[config.mk]
export PLATFORM = sky130hd
export DESIGN_NAME = sobol_sng_frame
export DESIGN_NICKNAME = d
export VERILOG_FILES = /design/src/rtl/sobol_sng_frame.sv
export SDC_FILE = /design/constraint.sdc
export NUM_CORES = 1
export LEC_CHECK = 0
export CORE_MARGIN = 2
export CORE_UTILIZATION = 45
export CTS_BUF_LIST = sky130_fd_sc_hd__clkbuf_4 sky130_fd_sc_hd__clkbuf_8 sky130_fd_sc_hd__clkbuf_16
export DETAILED_ROUTE_END_ITERATION = 16
export MAX_ROUTING_LAYER = met4
export PLACE_DENSITY_LB_ADDON = 0.08
export SETUP_SLACK_MARGIN = 0.5
export SLEW_MARGIN = 20
export SYNTH_ARGS = -nofsm -noshare
export SYNTH_HDL_FRONTEND = slang
export SYNTH_SLANG_ARGS = --single-unit
[constraint.sdc]
create_clock -name iClk -period 2.35 [get_ports iClk]
set_clock_uncertainty 0.2 [all_clocks]
set_input_delay 0.47 -clock iClk [delete_from_list [all_inputs] [get_ports iClk]]
set_output_delay 0.47 -clock iClk [all_outputs]
set_load 0.1 [all_outputs]
[src/rtl/sobol_sng_frame.sv]
// rtl/sobol_sng_frame.sv - Sobol-driven stochastic number generator frame controller
module sobol_sng_frame #(
    parameter int BITWIDTH = 8
) (
    input  logic                iClk,
    input  logic                iRstN,
    input  logic                iClr,
    input  logic                iStart,
    input  logic                iBipolar,
    input  logic [BITWIDTH-1:0] iData,
    input  logic [BITWIDTH-1:0] iSobol,
    output logic                oRngEn,
    output logic                oRngClr,
    output logic                oBit,
    output logic                oValid,
    output logic                oBusy,
    output logic                oDone
);

    typedef enum logic [1:0] {
        S_IDLE  = 2'd0,
        S_CLR   = 2'd1,
        S_RUN   = 2'd2,
        S_FLUSH = 2'd3
    } state_t;

    // Extra counter MSB keeps the terminal compare free of wrap-around.
    localparam logic [BITWIDTH:0] LP_LAST = {1'b0, {BITWIDTH{1'b1}}};
    localparam logic [BITWIDTH:0] LP_ONE  = {{BITWIDTH{1'b0}}, 1'b1};

    state_t              r_state;
    state_t              w_state_nxt;
    logic [BITWIDTH:0]   r_cnt;
    logic [BITWIDTH-1:0] r_op;
    logic                r_bit;
    logic                r_valid;
    logic                r_done;

    logic                w_last;
    logic                w_accept;
    logic [BITWIDTH-1:0] w_op_in;

    assign w_last   = (r_cnt == LP_LAST);
    assign w_accept = (r_state == S_IDLE) && iStart && !iClr;
    // Bipolar operands become offset binary so one unsigned compare serves both modes.
    assign w_op_in  = iBipolar ? {~iData[BITWIDTH-1], iData[BITWIDTH-2:0]} : iData;

    always_comb begin
        w_state_nxt = r_state;
        oRngEn      = 1'b0;
        oRngClr     = 1'b0;
        oBusy       = (r_state != S_IDLE);
        case (r_state)
            S_IDLE: begin
                if (iStart) w_state_nxt = S_CLR;
            end
            S_CLR: begin
                oRngClr     = 1'b1;
                w_state_nxt = S_RUN;
            end
            S_RUN: begin
                oRngEn = 1'b1;
                if (w_last) w_state_nxt = S_FLUSH;
            end
            S_FLUSH: begin
                w_state_nxt = S_IDLE;
            end
            default: w_state_nxt = S_IDLE;
        endcase
        if (iClr) w_state_nxt = S_IDLE;
    end

    always_ff @(posedge iClk or negedge iRstN) begin
        if (!iRstN) begin
            r_state <= S_IDLE;
        end else begin
            r_state <= w_state_nxt;
        end
    end

    always_ff @(posedge iClk or negedge iRstN) begin
        if (!iRstN) begin
            r_op <= '0;
        end else if (w_accept) begin
            r_op <= w_op_in;
        end
    end

    always_ff @(posedge iClk or negedge iRstN) begin
        if (!iRstN) begin
            r_cnt <= '0;
        end else if (r_state == S_CLR) begin
            r_cnt <= '0;
        end else if (r_state == S_RUN) begin
            r_cnt <= r_cnt + LP_ONE;
        end
    end

    always_ff @(posedge iClk or negedge iRstN) begin
        if (!iRstN) begin
            r_bit   <= 1'b0;
            r_valid <= 1'b0;
            r_done  <= 1'b0;
        end else begin
            r_bit   <= (r_state == S_RUN) && !iClr && (r_op > iSobol);
            r_valid <= (r_state == S_RUN) && !iClr;
            r_done  <= (r_state == S_RUN) && !iClr && w_last;
        end
    end

    assign oBit   = r_bit;
    assign oValid = r_valid;
    assign oDone  = r_done;

endmodule
* Yosys cells after proc, flatten, opt, wreduce, memory -nomap -nowiden
Index checks and enable logic that the tools add are counted.
** Word-level totals
- Output and inout port bits :: 6
- Memories :: 0
- Bits in latches :: 0
- Bits in registers :: 22
- ROM bits :: 0
- RAM bits :: 0
** Cells by class
- Reductions and logical operators :: 10
- Mux-type cells :: 9
- Divide/modulo/power cells :: 0
- Shift operators :: 0
- Bitwise logic cells :: 1
- Multiply operators :: 0
- Add/sub/neg operators :: 1
- Eq/ne operators :: 6
- Magnitude comparators :: 1
** Operators by type and width (count)
- two-way mux 9 bit :: 2
- adder 9 x 1 -> 9 bit, second input constant :: 1
- equality test 9 x 8 -> 1 bit, second input constant :: 1
- > comparator 8 bit :: 1
- two-way mux 8 bit :: 1
- one-hot mux 2 bit (4 select lines) :: 1
- two-way mux 2 bit :: 3
- != test 3 bit, second input constant :: 2
- logical AND 1 bit :: 5
- equality test 2 bit, second input constant :: 2
- nonzero test 2 bit :: 2
- equality test 2 x 1 -> 1 bit, second input constant :: 1
- zero test 2 bit :: 1
- two-way mux 1 bit :: 2
- AND reduction 2 bit :: 1
- zero test 1 bit :: 1
- inverter 1 bit :: 1

* Longest topological paths before layout
- Depth after elaboration :: 4
- Depth in mapped cells :: 8
- Mapped depth without buffers :: 8

* Worst setup path before layout
Ideal clock, no wire load.
- Path type :: reg2reg
- From :: register r_state[1]
- To :: register r_cnt[6]
- Library setup time :: 0.173 ns
- Data arrival time :: 1.788 ns
- Path slack :: 0.189 ns
- Stages on the path, launching flop included :: 7
- Clock period less this slack :: 2.161 ns
- Cell sequence :: dfrtp_1 -> inv_1 -> ha_1 -> nand2b_1 -> nor2_1 -> nand2_1 -> o311ai_1
** On the way
- Longest elaborated chain between the ends :: 2
** RTL lines
- start, declared :: line 31 : state_t r_state;
- start signal, assigned :: line 77 : r_state <= w_state_nxt;
- equality test 2 x 1 -> 1 bit / equality test 2 bit (equally long branches) :: line 92, 94
- two-way mux 9 bit / nonzero test 2 bit (equally long branches)
- end signal, assigned :: line 95 : r_cnt <= r_cnt + LP_ONE;
- end, declared :: line 33 : logic [BITWIDTH:0] r_cnt;
Several ways; a longest one is shown, not always the timed one.
A chain may end at the register's enable or synchronous reset.

* Worst setup path after layout
- From :: register r_state[0]
- To :: output port oRngEn
** On the way
- Longest elaborated chain between the ends :: 2
** RTL lines
- equality test 2 bit :: line 53 : case (r_state)
- two-way mux 1 bit :: line 53
- end, declared :: line 12 : output logic oRngEn,
Every way passes these cells.

==> reports/qor.yml <==
run_status:
  status: "finished clean"
drt:
  firstDrtPassIters: 4
  first_iter_violations: 10
  vias: 927
  finalWirelength_microns: 2260
  drt.antenna.violating_nets: 0
  avgRoutedWirePerCell_microns: 12.4
  drc_errors: 0
  via_per_inst: 5.09
floorplanning:
  dieHeight_microns: 56.1
  io_pins: 27
  initial_core_util_pct: 48.5
  die_w_microns: 56.1
  num_rows: 18
  core_area_sq_mm: 0.00252
  die-area_sq_mm: 0.00315
yosys:
  synth_edf_count: 0
  synth_cells: 115
  ys.flop_type: "dfrtp_1"
  synth_cell_types: 30
  synthesis.area_sq_mm: 0.00122
  synth_nets: 150
  yosys_warnings: 0
  synthArstFlopShare_pct: 100
  synth_seq_cells: 22
  yosysSeqAreaShare_pct: 45.0
  avgSynthCellArea_sq_um: 10.6
critical_path:
  cp-end-kind: "output port"
  crit_slowest_cell: "dfrtp_1"
  worstSetupStartpointType: "register"
  cp.arrival_ns: 1.25
  path_cells: "inv_2, ha_2, buf_12"
  slowest_delay_ns: 0.41
  critical_path_class: "reg -> out"
  cp_max_fo: 4
  cp.required_ns: 1.68
power_and_ir_drop:
  intPower_mw: 1.05
  switching_share_pct: 42.3
  peakVddDrop_mv: 0.942
  clockPowerShare_pct: 11.3
  cellPowerDensity_mw_per_mm2: 1090
  p_leak_nw: 0.788
  seqPwrFrac_pct: 33.4
  comb_power_share_pct: 55.3
  power.total_mw: 1.82
  p_switching_mw: 0.771
clock_network:
  root_buffer: "clkbuf_4"
  htree_levels: 1
  cts_tree: "done"
  numCtsBuffers: 3
  clk_latency_ns: 0.30
  cts.sinks: 22
  cts_buffer_depth: 2
  cts_hold_buf: 0
  clk_pin_slew_ns: 0.12
cells_and_area:
  antenna_cells: 0
  syn2layout_area_growth_pct: 37.3
  drive_above_1_share_pct: 22.4
  final_cell_mix: "22 x dfrtp_1, 20 x clkdlybuf4s50_1, 14 x inv_1, 11 x buf_4, 9 x ha_1"
  fin_area_sq_mm: 0.00168
  final_common_cell: "dfrtp_1"
  layout.nets: 188
timing:
  hold-worst-slack_ns: 0.299
  fin_crit_ns: 1.92
  period_share_pct: 81.7
  timing.slew.headroom_pct: 81.0
  drv_slew: 0
  hold_viol_final: 0
  rsz0062_at_grt: "true"
  max_freq_mhz: 521
  finalSetupTns_ns: 0
  setup_viol: 0
  worst_pin_slew_ns: 0.285
global_route:
  grt_max_degree: 23
  grt_antenna_before_repair: 0
  grt_usage_pct: 15.9
  overflow: 0
  grt_pass1_vias: 922
  grt_pass1_wl_microns: 3850
worst_hold_path:
  hold_class: "in -> async"
place:
  gp_congestion: 0.730
  dpl_cell_area_sq_mm: 0.00157
  dp_hpwl_microns: 1790
  port_buffers: 26
job:
  drv_cap: 0
## logic make-up (layout without fill, tap and decap cells)
logic type / after synthesis / count (layout) / share of synthesized area (%)
buffers and inverters: 19 / 56 / 5.93
AND/OR/NAND/NOR: 26 / 26 / 13.1
XOR/XNOR: 4 / 4 / 2.86
flip-flops: 22 / 22 / 45.0
multiplexers: 10 / 10 / 9.00
adder cells (fa/ha/maj): 14 / 14 / 14.3
AO/OA/AOI/OAI: 20 / 20 / 9.82
## power groups by stage
stage               clock (mW)  combinational [mW]  sequential (mW)
finish                   0.206                1.01            0.610
global route             0.228                1.10            0.628
CTS                      0.218                1.01            0.609
detailed placement           0               0.914            0.625
global placement             0               0.884            0.617
floorplan                    0               0.619            0.639
## Yosys cell counts, types with 2 or more instances
cell | instances | area share, %
dfrtp_1 | 22 | 45
nor2_1 | 6 | 1.8
nand4_1 | 2 | 1.0
nand2_1 | 6 | 1.8
ha_1 | 14 | 14
mux2i_1 | 2 | 1.6
o22ai_1 | 4 | 2.0
a21oi_1 | 8 | 3.3
o21ai_1 | 3 | 1.2
xnor2_1 | 3 | 2.1
nand2b_1 | 3 | 1.5
inv_1 | 17 | 5.2
mux2_1 | 8 | 7.4
## worst paths after layout
check	from	to	slack (ns)	cells past startpoint
min reg2reg	r_op[0]$_DFFE_PN0P_	r_op[0]$_DFFE_PN0P_	0.30	1
min	iRstN	r_cnt[6]$_DFFE_PN0P_	0.30	2
max in group asynchronous	iRstN	oValid$_DFF_PN0_	1.43	2
max	r_state[0]$_DFFE_PN0P_	oRngEn	0.43	3
min in group iClk	r_op[0]$_DFFE_PN0P_	r_op[0]$_DFFE_PN0P_	0.30	1
max reg2reg	r_cnt[1]$_DFFE_PN0P_	r_state[0]$_DFFE_PN0P_	0.57	7
## state kept, by name, summed over array words and instances (netlist names)
name and cells:
oDone 1, oValid 1, oBit 1, r_op 8, r_state 2, r_cnt 9
## stage by stage
stage,std cells,utilization [%],setup slack (ns)
2_1_floorplan,115,-,0.517
3_3_place_gp,172,62.1,0.260
3_5_place_dp,172,62.1,0.240
4_1_cts,182,66.4,0.428
5_1_grt,182,66.6,0.378
6_report,182,66.6,0.431
## routing by layer
metal  wire length (microns)  track usage [%]  vias to the layer above
li1                        -                -                      464
met1                    1030             18.7                      438
met2                    1080             27.1                       21
met3                     119             3.26                        4
met4                      27             5.10                        0
met5                       0                -                        -
## critical path, delay by kind of cell, from the launching register on
family / cells / cell delay, ns
fa+ha+maj: 1 / 0.24
flops: 1 / 0.41
buf+inv: 2 / 0.28
## repair_timing
| action | 4_1_cts | 5_1_grt |
|---|---|---|
| endpoints found under the setup margin | 5 | 6 |
| gates resized for setup | 7 | 2 |
| buffers inserted | 6 | 0 |
| pin swaps | 2 | 3 |
| endpoints found under the hold margin | 0 | 0 |
| cloned | 0 | 0 |
## layout make-up
class | instances | area, sq um
fill | 210 | 842
multi-input combinational | 74 | 642
sequential | 22 | 551
timing repair buffer | 34 | 343
inverter | 18 | 71.3
tap | 30 | 37.5
clock buffer | 4 | 36.3
Power figures use the tool's default switching activity.
